$ cat src/rtl/stob_counter_if.sv
// Handshake/result bundle between the stob_counter and its controller.
// The controller (master) drives start and the stochastic bit; the counter
// (slave) returns the binary result, the done pulse and the busy flag.
interface stob_counter_if #(
  parameter int BIN_WIDTH = 10
);
  logic                 start;
  logic                 bit_in;
  logic [BIN_WIDTH-1:0] y_bin;
  logic                 done;
  logic                 busy;

  modport master (
    output start,
    output bit_in,
    input  y_bin,
    input  done,
    input  busy
  );

  modport slave (
    input  start,
    input  bit_in,
    output y_bin,
    output done,
    output busy
  );
endinterface

$ cat src/rtl/stob_counter.sv
// Stochastic-to-binary converter.
// On start, samples STREAM_LEN bits of the serial bitstream and returns a
// BIN_WIDTH-bit result with a one-cycle done pulse.
// Build option STOB_BIPOLAR_EN: when defined, the accumulator counts up on a
// one and down on a zero, and the result is the signed value
// (ones - zeros) / 2 saturated to the BIN_WIDTH two's-complement range.
// When undefined, the result is the unipolar ones count saturated to
// 2**BIN_WIDTH-1. Ports and timing are identical in both builds.
module stob_counter #(
  parameter int BIN_WIDTH  = 10,
  parameter int STREAM_LEN = 1024
) (
  input  logic          clk,
  input  logic          reset,
  stob_counter_if.slave bus
);

  localparam int            CW       = (STREAM_LEN > 1) ? $clog2(STREAM_LEN) : 1;
  localparam logic [CW-1:0] LAST_CYC = CW'(STREAM_LEN - 1);

  typedef enum logic {
    IDLE  = 1'b0,
    COUNT = 1'b1
  } state_t;

  state_t               state_q, state_d;
  logic [CW-1:0]        cyc_q, cyc_d;
  logic [BIN_WIDTH-1:0] y_q, y_d;
  logic                 done_q, done_d;
  logic [BIN_WIDTH-1:0] result_fin;

`ifdef STOB_BIPOLAR_EN
  // Up/down accumulator: two extra bits keep +/-STREAM_LEN representable.
  localparam int                   AW      = BIN_WIDTH + 2;
  localparam logic signed [AW-1:0] STEP_UP = 1;
  localparam logic signed [AW-1:0] STEP_DN = -1;
  localparam logic signed [AW-1:0] SMAX    = AW'((2 ** (BIN_WIDTH - 1)) - 1);
  localparam logic signed [AW-1:0] SMIN    = ~SMAX;

  logic signed [AW-1:0] acc_q, acc_d, acc_fin, acc_half;

  // Fold in the current bit, halve (ones-zeros is always even) and saturate.
  always_comb begin
    acc_fin  = acc_q + (bus.bit_in ? STEP_UP : STEP_DN);
    acc_half = acc_fin >>> 1;
    if (acc_half > SMAX) begin
      result_fin = SMAX[BIN_WIDTH-1:0];
    end else if (acc_half < SMIN) begin
      result_fin = SMIN[BIN_WIDTH-1:0];
    end else begin
      result_fin = acc_half[BIN_WIDTH-1:0];
    end
  end
`else
  // Ones accumulator: one extra bit so a full stream of ones never wraps.
  localparam int            AW   = BIN_WIDTH + 1;
  localparam logic [AW-1:0] UMAX = {1'b0, {BIN_WIDTH{1'b1}}};

  logic [AW-1:0] acc_q, acc_d, acc_fin;

  // Fold in the current bit and clamp the count to the result width.
  always_comb begin
    acc_fin = acc_q + {{(AW - 1){1'b0}}, bus.bit_in};
    if (acc_fin > UMAX) begin
      result_fin = {BIN_WIDTH{1'b1}};
    end else begin
      result_fin = acc_fin[BIN_WIDTH-1:0];
    end
  end
`endif

  // State, counters and result registers; reset discards any partial count.
  always_ff @(posedge clk) begin
    if (reset) begin
      state_q <= IDLE;
      cyc_q   <= '0;
      acc_q   <= '0;
      y_q     <= '0;
      done_q  <= 1'b0;
    end else begin
      state_q <= state_d;
      cyc_q   <= cyc_d;
      acc_q   <= acc_d;
      y_q     <= y_d;
      done_q  <= done_d;
    end
  end

  // Next-state logic: start is only looked at in IDLE, the last bit closes the run.
  always_comb begin
    state_d = state_q;
    cyc_d   = cyc_q;
    acc_d   = acc_q;
    y_d     = y_q;
    done_d  = 1'b0;
    case (state_q)
      IDLE: begin
        if (bus.start) begin
          state_d = COUNT;
          cyc_d   = '0;
          acc_d   = '0;
        end
      end
      COUNT: begin
        cyc_d = cyc_q + 1'b1;
        acc_d = acc_fin;
        if (cyc_q == LAST_CYC) begin
          state_d = IDLE;
          cyc_d   = '0;
          y_d     = result_fin;
          done_d  = 1'b1;
        end
      end
      default: state_d = IDLE;
    endcase
  end

  assign bus.y_bin = y_q;
  assign bus.done  = done_q;
  assign bus.busy  = (state_q == COUNT);

endmodule
$ cat src/flat_wrapper.sv
// flat-port wrapper written by rule: the top's interface ports become plain ports
module stob_counter_flat 
#(
  parameter int BIN_WIDTH  = 10,
  parameter int STREAM_LEN = 1024
)
  (clk, reset, bus_start, bus_bit_in, bus_y_bin, bus_done, bus_busy);
  stob_counter_if #(.BIN_WIDTH(BIN_WIDTH)) bus_i ();
  input  logic clk;
  input  logic reset;
  input wire logic [$bits(bus_i.start)-1:0] bus_start;
  input wire logic [$bits(bus_i.bit_in)-1:0] bus_bit_in;
  output wire logic [$bits(bus_i.y_bin)-1:0] bus_y_bin;
  output wire logic [$bits(bus_i.done)-1:0] bus_done;
  output wire logic [$bits(bus_i.busy)-1:0] bus_busy;
  assign bus_i.start = bus_start;
  assign bus_i.bit_in = bus_bit_in;
  assign bus_y_bin = bus_i.y_bin;
  assign bus_done = bus_i.done;
  assign bus_busy = bus_i.busy;
  stob_counter #(.BIN_WIDTH(BIN_WIDTH), .STREAM_LEN(STREAM_LEN)) u_core (.clk(clk), .reset(reset), .bus(bus_i));
endmodule
$ cat config.mk
export PLATFORM = sky130hd
export DESIGN_NAME = stob_counter_flat
export DESIGN_NICKNAME = d
export VERILOG_FILES = /design/src/rtl/stob_counter_if.sv /design/src/rtl/stob_counter.sv /design/src/flat_wrapper.sv
export SDC_FILE = /design/constraint.sdc
export NUM_CORES = 1
export LEC_CHECK = 0
export BUFFER_PORTS_ARGS = -buffer_cell sky130_fd_sc_hd__buf_2
export CAP_MARGIN = 20
export CORE_MARGIN = 2
export CORE_UTILIZATION = 43
export CTS_CLUSTER_DIAMETER = 80
export DETAILED_ROUTE_END_ITERATION = 8
export MAX_ROUTING_LAYER = met4
export PLACE_DENSITY_LB_ADDON = 0.2
export SYNTH_ARGS = -nofsm -noshare
export SYNTH_HDL_FRONTEND = slang
export SYNTH_SLANG_ARGS = --single-unit
$ cat constraint.sdc
create_clock -name clk -period 2.3 [get_ports clk]
set_clock_uncertainty 0.1 [all_clocks]
set_input_delay 0 -clock clk [delete_from_list [all_inputs] [get_ports clk]]
set_output_delay 0 -clock clk [all_outputs]
set_load 0.02 [all_outputs]
==> impl_summary.log <==
[metrics] Min-Delay Path Class: primary input to register
[metrics] global routing met2 resource utilization: 27.9%
[metrics] setup repair after global routing missed its margin: no
[metrics] most prevalent standard cell on the critical path: sky130_fd_sc_hd__ha_1
[metrics] iteration-0 DRC count of the detailed router: 65
[metrics] run status: completed
[metrics] wire length of the first global-routing pass: 6.00 mm
[metrics] HPWL Detailed: 2.45 mm
[metrics] slew at the pin closest to its max-slew limit: 0.609 ns
[metrics] synth cell count leaders: sky130_fd_sc_hd__dfxtp_1 (33), sky130_fd_sc_hd__inv_1 (16), sky130_fd_sc_hd__a21oi_1 (15)
[metrics] synth warn: 0
[metrics] synthesized netlist cell count: 194
[metrics] overall die height: 66.5 um
[metrics] share of the synthesized area in the top cell type: 39.3%
[metrics] count leader, synth: sky130_fd_sc_hd__dfxtp_1
[metrics] diodes inserted: 0
[metrics] power density normalized to cell area: 559 mW/mm^2
[metrics] worst-path cell chain: ha_1 > ha_1 > and3_1 > a41oi_2 > nor3_4 > buf_4 > a221oi_1
[metrics] Area growth syn-to-layout: 12.1%
[metrics] number of slew-limit violations in the final report: 0
[metrics] floorplan core area: 0.00372 sq mm
[metrics] net count reported at finish: 218
[metrics] num rows: 22
[metrics] mean area per synthesized cell: 8.66 sq um
[metrics] max_slew headroom: 59.3%
[metrics] minimum setup slack in the final design: 0.322 ns
[metrics] arrival time worst endpoint: 2.01 ns
[metrics] via count: 1437
[metrics] crit path time final: 1.98 ns
[metrics] global-route total usage across every layer: 18.3%
[metrics] busiest layer in global routing: met2
[metrics] routed wire length per instance: 13.4 um
[metrics] Worst Setup Start Kind: register
[metrics] starting density of the core: 45.2%
[metrics] slowest stage cell on the critical path: sky130_fd_sc_hd__dfxtp_1
[metrics] endpoint type of the worst setup path: register
[metrics] number of global-route vias before repair: 1299
[metrics] maximum number of pins on one net before global-route repair: 32
[metrics] final setup vio count: 0
[metrics] share of the clock period used by the worst path: 86.0%
[metrics] number of top-level pins: 16
[metrics] biggest area contributors in the synthesized netlist: sky130_fd_sc_hd__dfxtp_1 (39%), sky130_fd_sc_hd__a221oi_1 (4.7%), sky130_fd_sc_hd__a21oi_1 (4.5%)
[metrics] Worst-Skew Late Latency: 0.28 ns
[metrics] reg2reg start: u_core.acc_q[0]
[metrics] global routing usage on met1: 24.2%
[metrics] async set-or-reset flop fraction in the synthesized netlist: 0%
[metrics] startpoint of the worst hold path: bus_bit_in
[metrics] Chip Width: 66.5 um
[metrics] post-DR vias/cell: 5.53
[metrics] drt drc: 0
[metrics] worst voltage drop across the vdd grid: 0.344 mV
[metrics] net count of the mapped netlist: 201
[metrics] Peak Freq: 506 MHz
[metrics] Lkg Pwr: 0.674 nW
[metrics] worst setup path category: register to register
[metrics] first element of the critical path: u_core.acc_q[0]
[metrics] dpl ws: 0.185 ns
[metrics] clk sink count: 33
[metrics] Synth cell types: 42
[metrics] share of layout cells above drive strength 1: 17.0%
[metrics] maximum level of the CTS H-tree: 2
[metrics] final antenna-violating net count: 0
[metrics] register bit total from synthesis: 33
[metrics] Max Fanout on Critical Path: 6
[metrics] library cell occupying the most area in the post-synthesis netlist: sky130_fd_sc_hd__dfxtp_1
[metrics] Clock Pin Slew Worst Setup and Hold Paths: 0.06 ns
[metrics] final total negative setup slack: 0 ns
[metrics] detailed-route wire length: 3.49 mm
[metrics] Post-synth EDFFs: 0
[metrics] post-synth design cell area: 0.00168 sq mm
[metrics] final weighted congestion in routability-driven placement: 0.813
[metrics] library cell used as clock root buffer: sky130_fd_sc_hd__clkbuf_8
[metrics] overall die area: 0.00442 sq mm
[metrics] Max stage delay on crit path: 0.32 ns
[metrics] 1st-pass router iterations: 4
[metrics] number of buffers created by CTS: 5
[metrics] clock tree from TritonCTS: done
[metrics] met3 global-route usage: 4.05%
[metrics] sequential fraction of the synthesis area: 39.3%
[metrics] Top FF cell, synth: sky130_fd_sc_hd__dfxtp_1
[metrics] number of hold-slack violations in the final timing report: 0
[metrics] total global routing overflow: 0
[metrics] count of buffers inserted at the top-level ports: 15
[metrics] maximum clock insertion buffer count: 2
[metrics] number of antenna violations at the first check in global routing: 0
[metrics] CP required: 2.33 ns
[metrics] number of max-capacitance violations reported: 0
[final cells by class]
type,count,area (sq um)
fill,376,1830
multi-input combinational,133,892
sequential,33,661
timing repair buffer,22,130
clock buffer,8,80.1
inverter,16,60.1
tap,48,60.1
[state kept, by name, indices dropped and copies added, names as in the netlist]
name              flops
u_core.acc_q         11
u_core.bus.busy       1
u_core.bus.done       1
u_core.bus.y_bin     10
u_core.cyc_q         10
[per-stage QoR]
step | utilization, % | power, mW | hold slack (ns) | cell area [sq um] | instances
after floorplan | - | 0.634 | 0.0864 | 1680 | 194
after global placement | 47.8 | 0.654 | 0.286 | 1780 | 249
after detailed placement | 47.8 | 0.656 | 0.290 | 1780 | 249
after CTS | 50.3 | 1.06 | 0.0172 | 1870 | 258
after global routing | 50.7 | 1.10 | 0.0212 | 1880 | 260
final | 50.7 | 1.05 | 0.0151 | 1880 | 260
[power by group]
part,internal (mW),leakage (nW),switching [mW]
registers,0.576,0.266,0.00515
clock network,0.215,0.0395,0.193
logic,0.0215,0.369,0.0423
total,0.812,0.674,0.240
[final timing paths]
| check | end | slack [ns] | depth (start not counted) |
|---|---|---|---|
| max reg2reg | u_core.bus.y_bin[1] | 0.32 | 7 |
| max | u_core.bus.y_bin[1] | 0.32 | 7 |
| min reg2reg | u_core.bus.y_bin[6] | 0.37 | 2 |
| min | u_core.acc_q[0] | 0.02 | 4 |
[critical path: cells and delay by family, from the launching register on]
family	cells	cell delay, ns
flops	1	0.32
compound gates	2	0.24
simple gates	2	0.51
buf+inv	1	0.17
fa+ha+maj	2	0.49
[routing by layer]
metal  up-vias  share of wire [%]  wire (um)
li1        737                  -          -
met3         6                4.7        164
met2        26                 45       1580
met4         0                1.0         36
met1       668                 49       1710
met5         -                  0          0
[cell families (layout without fill, tap and decap cells)]
family,Yosys count,after routing,share of synthesized area (%)
flip-flops,33,33,39.3
multiplexers,1,1,0.670
buffers and inverters,28,46,7.59
AND/OR/NAND/NOR,70,70,25.3
XOR/XNOR,7,7,3.65
AO/OA/AOI/OAI,52,52,21.2
adder cells (fa/ha/maj),3,3,2.23
[cells in the final DEF, fill, tap and decap left out, types with 2 or more instances in the layout]
cell type                  count
sky130_fd_sc_hd__nand2b_1      3
sky130_fd_sc_hd__nor3_1        5
sky130_fd_sc_hd__xor2_1        4
sky130_fd_sc_hd__clkbuf_8      5
sky130_fd_sc_hd__nand4b_1      2
sky130_fd_sc_hd__inv_1        16
sky130_fd_sc_hd__a21o_1        2
sky130_fd_sc_hd__nand2_1      10
sky130_fd_sc_hd__ha_1          3
sky130_fd_sc_hd__a31oi_1       4
sky130_fd_sc_hd__buf_2        15
sky130_fd_sc_hd__o21ai_0      11
sky130_fd_sc_hd__xnor2_1       3
sky130_fd_sc_hd__and4_1        3
sky130_fd_sc_hd__a21oi_1      15
sky130_fd_sc_hd__nand4_1       6
sky130_fd_sc_hd__buf_4         6
sky130_fd_sc_hd__nand3_1       7
sky130_fd_sc_hd__a311oi_1      2
sky130_fd_sc_hd__a221oi_1      9
sky130_fd_sc_hd__nor3b_1       3
sky130_fd_sc_hd__nand3b_1      6
sky130_fd_sc_hd__and3_1        2
sky130_fd_sc_hd__clkbuf_1      3
sky130_fd_sc_hd__and2_1        3
sky130_fd_sc_hd__a21boi_0      2
sky130_fd_sc_hd__nor2_1       14
sky130_fd_sc_hd__dfxtp_1      33
[timing repair]
| item | in CTS | in global routing |
|---|---|---|
| resized for setup | 0 | 0 |
| buffers inserted | 0 | 2 |
| setup endpoints to repair | 0 | 3 |
| hold endpoints to repair | 2 | 0 |
| hold buffers | 1 | 0 |
Power figures use the tool's default switching activity.
